[src/rtl/clk_div_pkg.sv]
// Shared constants and helpers for the clock-enable divider bank.
package clk_div_pkg;

   localparam int unsigned DIV_MIN = 2;

   function automatic int ch_bits(input int n);
      return (n > 1) ? $clog2(n) : 1;
   endfunction

   function automatic int unsigned div_clamp(input int unsigned value);
      return (value < DIV_MIN) ? DIV_MIN : value;
   endfunction

   function automatic int unsigned half_up(input int unsigned div);
      return (div + 1) / 2;
   endfunction

endpackage

[src/rtl/clk_div_bank_if.sv]
// Divisor-write channel: valid/ready request plus a one-cycle error strobe.
interface clk_div_bank_if
   import clk_div_pkg::*;
#(
   parameter int CHANNELS = 4,
   parameter int DIV_W    = 8
);
   localparam int CH_W = ch_bits(CHANNELS);

   logic             cfg_valid;
   logic             cfg_ready;
   logic [CH_W-1:0]  cfg_ch;
   logic [DIV_W-1:0] cfg_div;
   logic             cfg_err;

   modport master (
      output cfg_valid, cfg_ch, cfg_div,
      input  cfg_ready, cfg_err
   );

   modport slave (
      input  cfg_valid, cfg_ch, cfg_div,
      output cfg_ready, cfg_err
   );
endinterface

[src/rtl/clk_div_chan.sv]
// One divider channel: run flag, phase counter, active and pending divisor.
module clk_div_chan
   import clk_div_pkg::*;
#(
   parameter int DIV_W       = 8,
   parameter int DEFAULT_DIV = 2
) (
   input  logic             clk_i,
   input  logic             rst_i,
   input  logic             en_i,
   input  logic             sync_i,
   input  logic             wr_i,
   input  logic [DIV_W-1:0] wr_div_i,
   output logic             pend_o,
   output logic             tick_o,
   output logic             sq_o,
   output logic             sq_n_o
);
   logic             run_q, run_d;
   logic             pv_q, pv_d;
   logic [DIV_W-1:0] cnt_q, cnt_d;
   logic [DIV_W-1:0] div_q, div_d;
   logic [DIV_W-1:0] pd_q, pd_d;
   logic             wrap, apply;

   assign wrap  = run_q & (cnt_q == div_q - DIV_W'(1));
   // sync and a stopped channel both count as a period boundary
   assign apply = pv_q & (sync_i | wrap | ~run_q);

   always_comb begin
      run_d = en_i;
      cnt_d = cnt_q + DIV_W'(1);
      div_d = div_q;
      pv_d  = pv_q;
      pd_d  = pd_q;
      if (~en_i | ~run_q | sync_i | wrap) begin
         cnt_d = '0;
      end
      if (apply) begin
         div_d = pd_q;
         pv_d  = 1'b0;
      end
      if (wr_i) begin
         pv_d = 1'b1;
         pd_d = DIV_W'(div_clamp(32'(wr_div_i)));
      end
   end

   always_ff @(posedge clk_i) begin
      if (rst_i) begin
         run_q <= 1'b0;
         pv_q  <= 1'b0;
         cnt_q <= '0;
         div_q <= DIV_W'(DEFAULT_DIV);
         pd_q  <= DIV_W'(DEFAULT_DIV);
      end else begin
         run_q <= run_d;
         pv_q  <= pv_d;
         cnt_q <= cnt_d;
         div_q <= div_d;
         pd_q  <= pd_d;
      end
   end

   assign pend_o = pv_q;
   assign tick_o = wrap;
   assign sq_o   = run_q & (32'(cnt_q) < half_up(32'(div_q)));
   assign sq_n_o = run_q & ~sq_o;
endmodule

[src/rtl/clk_div_bank.sv]
// Bank of programmable clock-enable dividers sharing one config port.
module clk_div_bank
   import clk_div_pkg::*;
#(
   parameter int CHANNELS    = 4,
   parameter int DIV_W       = 8,
   parameter int DEFAULT_DIV = 2
) (
   input  logic                clk,
   input  logic                rst,
   input  logic [CHANNELS-1:0] ch_en,
   clk_div_bank_if.slave       cfg,
   input  logic                sync_req,
   output logic [CHANNELS-1:0] tick,
   output logic [CHANNELS-1:0] sq,
   output logic [CHANNELS-1:0] sq_n
);
   localparam int CH_W  = ch_bits(CHANNELS);
   localparam int SLOTS = 2 ** CH_W;
   localparam logic [CH_W:0] CH_LIM = (CH_W + 1)'(CHANNELS);

   logic [CHANNELS-1:0] pend_v;
   logic [SLOTS-1:0]    busy;
   logic                in_range, xfer;
   logic                err_q, err_d;

   // unused address slots read as idle so stray writes are accepted
   always_comb begin
      busy                 = '0;
      busy[CHANNELS-1:0]   = pend_v;
   end

   assign in_range      = {1'b0, cfg.cfg_ch} < CH_LIM;
   assign cfg.cfg_ready = ~busy[cfg.cfg_ch];
   assign xfer          = cfg.cfg_valid & cfg.cfg_ready;
   assign err_d         = xfer & ~in_range;

   always_ff @(posedge clk) begin
      if (rst) begin
         err_q <= 1'b0;
      end else begin
         err_q <= err_d;
      end
   end

   assign cfg.cfg_err = err_q;

   for (genvar i = 0; i < CHANNELS; i++) begin : g_ch
      clk_div_chan #(
         .DIV_W       (DIV_W),
         .DEFAULT_DIV (DEFAULT_DIV)
      ) u_ch (
         .clk_i    (clk),
         .rst_i    (rst),
         .en_i     (ch_en[i]),
         .sync_i   (sync_req),
         .wr_i     (xfer & in_range & (cfg.cfg_ch == CH_W'(i))),
         .wr_div_i (cfg.cfg_div),
         .pend_o   (pend_v[i]),
         .tick_o   (tick[i]),
         .sq_o     (sq[i]),
         .sq_n_o   (sq_n[i])
      );
   end
endmodule

[src/flat_wrapper.sv]
// flat-port wrapper written by rule: the top's interface ports become plain ports
module clk_div_bank_flat import clk_div_pkg::*;
#(
   parameter int CHANNELS    = 4,
   parameter int DIV_W       = 8,
   parameter int DEFAULT_DIV = 2
)
  (clk, rst, ch_en, sync_req, tick, sq, sq_n, cfg_cfg_valid, cfg_cfg_ch, cfg_cfg_div, cfg_cfg_ready, cfg_cfg_err);
  clk_div_bank_if #(.CHANNELS(CHANNELS), .DIV_W(DIV_W)) cfg_i ();
  input  logic clk;
  input  logic rst;
  input  logic [CHANNELS-1:0] ch_en;
  input  logic sync_req;
  output logic [CHANNELS-1:0] tick;
  output logic [CHANNELS-1:0] sq;
  output logic [CHANNELS-1:0] sq_n;
  input wire logic [$bits(cfg_i.cfg_valid)-1:0] cfg_cfg_valid;
  input wire logic [$bits(cfg_i.cfg_ch)-1:0] cfg_cfg_ch;
  input wire logic [$bits(cfg_i.cfg_div)-1:0] cfg_cfg_div;
  output wire logic [$bits(cfg_i.cfg_ready)-1:0] cfg_cfg_ready;
  output wire logic [$bits(cfg_i.cfg_err)-1:0] cfg_cfg_err;
  assign cfg_i.cfg_valid = cfg_cfg_valid;
  assign cfg_i.cfg_ch = cfg_cfg_ch;
  assign cfg_i.cfg_div = cfg_cfg_div;
  assign cfg_cfg_ready = cfg_i.cfg_ready;
  assign cfg_cfg_err = cfg_i.cfg_err;
  clk_div_bank #(.CHANNELS(CHANNELS), .DIV_W(DIV_W), .DEFAULT_DIV(DEFAULT_DIV)) u_core (.clk(clk), .rst(rst), .ch_en(ch_en), .cfg(cfg_i), .sync_req(sync_req), .tick(tick), .sq(sq), .sq_n(sq_n));
endmodule
[config.mk]
export PLATFORM = sky130hd
export DESIGN_NAME = clk_div_bank_flat
export DESIGN_NICKNAME = d
export VERILOG_FILES = /design/src/rtl/clk_div_pkg.sv /design/src/rtl/clk_div_bank_if.sv /design/src/rtl/clk_div_chan.sv /design/src/rtl/clk_div_bank.sv /design/src/flat_wrapper.sv
export SDC_FILE = /design/constraint.sdc
export NUM_CORES = 1
export LEC_CHECK = 0
export CAP_MARGIN = 20
export CELL_PAD_IN_SITES_DETAIL_PLACEMENT = 2
export CELL_PAD_IN_SITES_GLOBAL_PLACEMENT = 2
export CORE_MARGIN = 2
export CORE_UTILIZATION = 38
export CTS_CLUSTER_DIAMETER = 120
export CTS_CLUSTER_SIZE = 14
export DETAILED_ROUTE_END_ITERATION = 8
export PLACE_DENSITY = 0.92
export REMOVE_ABC_BUFFERS = 1
export SETUP_SLACK_MARGIN = 0.15
export SYNTH_ARGS = -nofsm -noshare
export SYNTH_HDL_FRONTEND = slang
export SYNTH_SLANG_ARGS = --single-unit
export TNS_END_PERCENT = 20
[constraint.sdc]
create_clock -name clk -period 2.65 [get_ports clk]
set_input_delay 0.265 -clock clk [delete_from_list [all_inputs] [get_ports clk]]
set_output_delay 0.265 -clock clk [all_outputs]
set_load 0.03 [all_outputs]
==> summary by stage <==
Floorplanning
In this run the core area contains 47 standard-cell rows. The floorplan die area is 17800 um2. The floorplan die height is 133 um. For this configuration, the core starts out at a cell density of 38.6%. The top-level I/O count is 32.

The overall die width is 133 um. The floorplan core area is 16500 um2.

Synthesis
The synthesized netlist contains 57 unique library cells. The combinational family with the most area after synthesis is simple AND/OR/NAND/NOR gates. Counting flops and latches in the post-synthesis netlist gives 104. The post-synthesis compound-gate area fraction is 10.1%. Ranked by total cell area, the synthesized netlist is headed by dfxtp_1, ha_1, xor2_1, nand2b_1, mux2i_1. The cell type with the largest total area after synthesis is dfxtp_1.

Summing the sequential cell areas from Yosys gives 32.8% of the chip area. The multiplexer share of the synthesized area is 6.33%. The number of standard cells after synthesis is 747. The synthesized-area fraction occupied by xor and xnor cells is 12.4%. The mean cell area of the mapped netlist is 8.50 um2.

The adder-cell share of the synthesized area is 7.88%. The number of warnings reported in the yosys synthesis log is 0. The most used flip-flop cell after synthesis is dfxtp_1. The area fraction of the dominant cell type after synthesis is 32.8%. The number of synthesized flops with an enable pin is 0. Counting flops with an async set or reset pin after synthesis yields a share of 0%. After Yosys synthesis, and, or, nand and nor cells account for 25.6% of the synthesized area. The cell area after synthesis is 6350 um2.

Critical path
Data on the critical path arrives at its endpoint at 2460 ps. By startpoint and endpoint, the worst setup path is classified as reg -> out. The top fanout value on the critical path is 4. The worst setup path is captured at an output port. In this run the critical register-to-register path is launched from u_core.g_ch[3].u_ch.div_q[0]$_SDFFE_PP0P_. The setup check on the worst reg-to-reg path leaves a slack of 40 ps. The reg-to-reg critical path endpoint is u_core.g_ch[3].u_ch.div_q[6]$_SDFFE_PP0P_. The required time of the worst setup path is 2380 ps. The worst setup path is launched from a flip-flop. Counting cells, the worst reg-to-reg path comes to 10.

Pwr
The internal power summed over all cells is 2460 uW. In this run, the clock network consumes 43.9% of the power. The sequential power share is 48.2%. IR analysis of the VDD net gives a maximum drop of 0.295 mV. Dividing total power by cell area gives a power density of 420 nW/um2. The switching power summed over all nets is 865 uW. In this run switching power makes up 26.0% of total power. The static leakage is 0.00309 uW. The combinational share of power is 7.8%.

Routing
The wire length per cell is 23.7 um. The routed via count divided by cell count is 5.54. The count of routing violations after the opening detailed-route iteration is 176. In this run the remaining antenna-violating nets after routing total 0.

The routed design has 24200 um of wire. The routed layout has 5659 vias. The first detailed-routing pass ran for 4 iterations. The count of unresolved DRC violations after routing is 0.

GRT
Entering global routing, the biggest net connects 44 pins. The initial antenna violation count was 0. The total global-route track usage is 26.9%.

The via count of the first global-routing pass is 6356. The first global-routing pass estimated 36800 um of wire. The total congestion overflow after global routing is 0.

STA
The maximum clock rate is 367 MHz. The setup slack after layout is -75.9 ps. The final hold violation count is 0.

The number of max-slew violations in the final report is 0. The headroom to the max-slew limit is 48.6%. The final worst clock skew is 9.11 ps.

The part of the cycle the worst path needs is 103%. The worst path in the final design needs a cycle of 2730 ps, including I/O delays and setup. The count of endpoints failing setup in the final report is 3. At the pin with the least slew margin, the transition time is 771 ps. Setup repair after global routing could not meet its margin everywhere.

Placement
The number of port buffers is 30. At the end of routability-driven placement, the weighted congestion stood at 0.819. The cell area after placement is 6900 um2. Detailed placement finished with a half-perimeter wire length of 14400 um.

Cells and area
The final core utilization is 48.1%. The filler cell count is 1741. The multi-input combinational cells in the finished layout cover a total of 4320 um2. The share of post-route cells with drive strength above 1 is 22.6%.

The footprint of the flip-flops and latches is 2130 um2. The net count reported at finish is 854. The area overhead of the layout relative to synthesis is 24.7%.

The repair_antennas step left the layout with diodes totalling 0. Summing all non-filler instances in the final layout gives an area of 7920 um2.

Worst hold path
The worst hold path depth is 2. The end of the worst hold path is u_core.g_ch[0].u_ch.div_q[0]$_SDFFE_PP0P_. The path class of the lowest-slack min-delay path is reg -> reg. The startpoint identified for the worst hold timing path is u_core.g_ch[0].u_ch.pd_q[0]$_SDFFE_PP0P_.

Clock network
At the later pin of the worst-skew pair, clock insertion delay measures 370 ps. The TritonCTS clock tree is yes. The sink count of the clock tree is 104. No sink is reached through more buffers than the 2 on the longest clock path. The CTS root buffer is clkbuf_16. The H-tree generated during clock tree synthesis spans 3 levels.

Clock-pin slew was measured on the worst setup and hold paths at 80 ps. The number of clock buffers added by TritonCTS is 9.

Status
The run finished, with violations left. The checks that failed: negative setup slack.

Flow run
Across the run, the number of max-cap violations was 0.
-- placed cells by master (no fill, tap or decap), types with 12 or more instances in the layout --
cell and instances:
nand3_1 41, a21o_1 12, nor2_1 62, a21oi_1 29, dfxtp_2 12, nand2b_1 66, ha_1 33, xor2_1 49
xnor2_1 35, buf_6 18, nand2_1 57, mux2i_1 36, dfxtp_1 83, nor2b_1 12, clkdlybuf4s50_1 16, buf_4 50
-- area by class of cell --
class	count	share of cell area [%]
timing repair buffer	91	10.4
tap	220	3.48
clock buffer	10	3.02
multi-input combinational	579	54.6
inverter	11	0.585
sequential	104	26.9
clock inverter	6	0.933
-- cell families after synthesis --
family | Yosys count
AND/OR/NAND/NOR | 312
flip-flops | 104
AO/OA/AOI/OAI | 96
XOR/XNOR | 90
buffers and inverters | 64
adder cells (fa/ha/maj) | 40
multiplexers | 40
other | 1
-- per-stage QoR --
| step | TNS [ps] | hold slack, ps | setup WS [ps] | total power [uW] | cells |
|---|---|---|---|---|---|
| detailed placement | -118 | 451 | -118 | 1880 | 977 |
| CTS | -48.5 | 471 | -48.5 | 3300 | 1011 |
| floorplan | -515 | 334 | -60.2 | 1750 | 694 |
| global route | -966 | 500 | -176 | 3450 | 1021 |
| global placement | -0.150 | 448 | -0.150 | 1860 | 977 |
| finish | -162 | 479 | -75.9 | 3330 | 1021 |
-- critical path, cell delays in order (launching register included) --
cell and delay, ps:
dfxtp_4 380, inv_4 60, ha_4 120, or3b_4 370, or4_1 410, a211o_1 310, a211oi_2 210, buf_4 210
-- power by group through the flow --
stage	Clock (uW)	Combinational [uW]	Sequential [uW]
after floorplan	0	116	1640
after global placement	0	217	1640
after detailed placement	0	232	1650
after CTS	1450	245	1610
after global routing	1560	278	1610
final	1460	261	1610
-- flip-flops by register name (all words and copies together) (netlist names) --
| signal | cells |
|---|---|
| u_core.g_ch.u_ch.run_q | 4 |
| u_core.g_ch.u_ch.pend_o | 4 |
| u_core.g_ch.u_ch.div_q | 32 |
| u_core.g_ch.u_ch.cnt_q | 32 |
| u_core.g_ch.u_ch.pd_q | 32 |
-- layer usage --
metal | track usage [%] | routed length [um] | part of all wire, %
met5 | 0 | 0 | 0
met2 | 49.8 | 12700 | 53
met4 | 10.5 | 994 | 4.1
met3 | 3.88 | 800 | 3.3
met1 | 31.0 | 9640 | 40
-- what timing repair did --
action,4_1_cts,5_1_grt
setup endpoints to repair,41,38
hold buffers,0,0
pin swaps,33,18
resized for setup,109,38
setup buffers,18,10
-- synthesized netlist by cell type (2+ instances only) --
library cell and count:
buf_6 2, nor2b_1 12, nand3_1 46, xnor2_1 40
a22oi_1 2, nand4_1 8, or2_2 4, or3b_2 2
nor2_1 65, a211o_1 5, a22o_1 2, nor3_1 11
a211oi_1 5, xor2_1 50, dfxtp_1 104, a31oi_1 2
o21ai_0 11, and2_1 5, o211a_1 2, a21oi_1 35
ha_1 40, buf_2 5, mux2i_1 39, a211oi_2 3
nand2_1 57, inv_1 11, o21a_1 3, and4_1 2
o31ai_1 2, buf_4 13, nor3b_1 3, nor4b_1 2
clkbuf_1 33, and3_1 15, nor4_1 3, or4_1 2
o21bai_1 4, a21o_1 12, nand2b_1 67
-- worst max-delay path by stage --
| stage | start | endpoint | slack, ps | cells after the start |
|---|---|---|---|---|
| 4_1_cts | u_core.g_ch[3].u_ch.div_q[0]$_SDFFE_PP0P_ | tick[3] | -50 | 7 |
| 5_1_grt | u_core.g_ch[3].u_ch.div_q[0]$_SDFFE_PP0P_ | sq_n[3] | -180 | 11 |
| 6_report | u_core.g_ch[3].u_ch.div_q[0]$_SDFFE_PP0P_ | tick[3] | -80 | 7 |
| 3_3_place_gp | u_core.g_ch[1].u_ch.div_q[0]$_SDFFE_PP0P_ | sq_n[1] | -0.1 | 9 |
| 2_1_floorplan | u_core.g_ch[3].u_ch.div_q[0]$_SDFFE_PP0P_ | u_core.g_ch[3].u_ch.cnt_q[2]$_SDFF_PP0_ | -60 | 8 |
| 3_5_place_dp | u_core.g_ch[1].u_ch.div_q[0]$_SDFFE_PP0P_ | sq_n[1] | -120 | 10 |
Power figures use the tool's default switching activity.
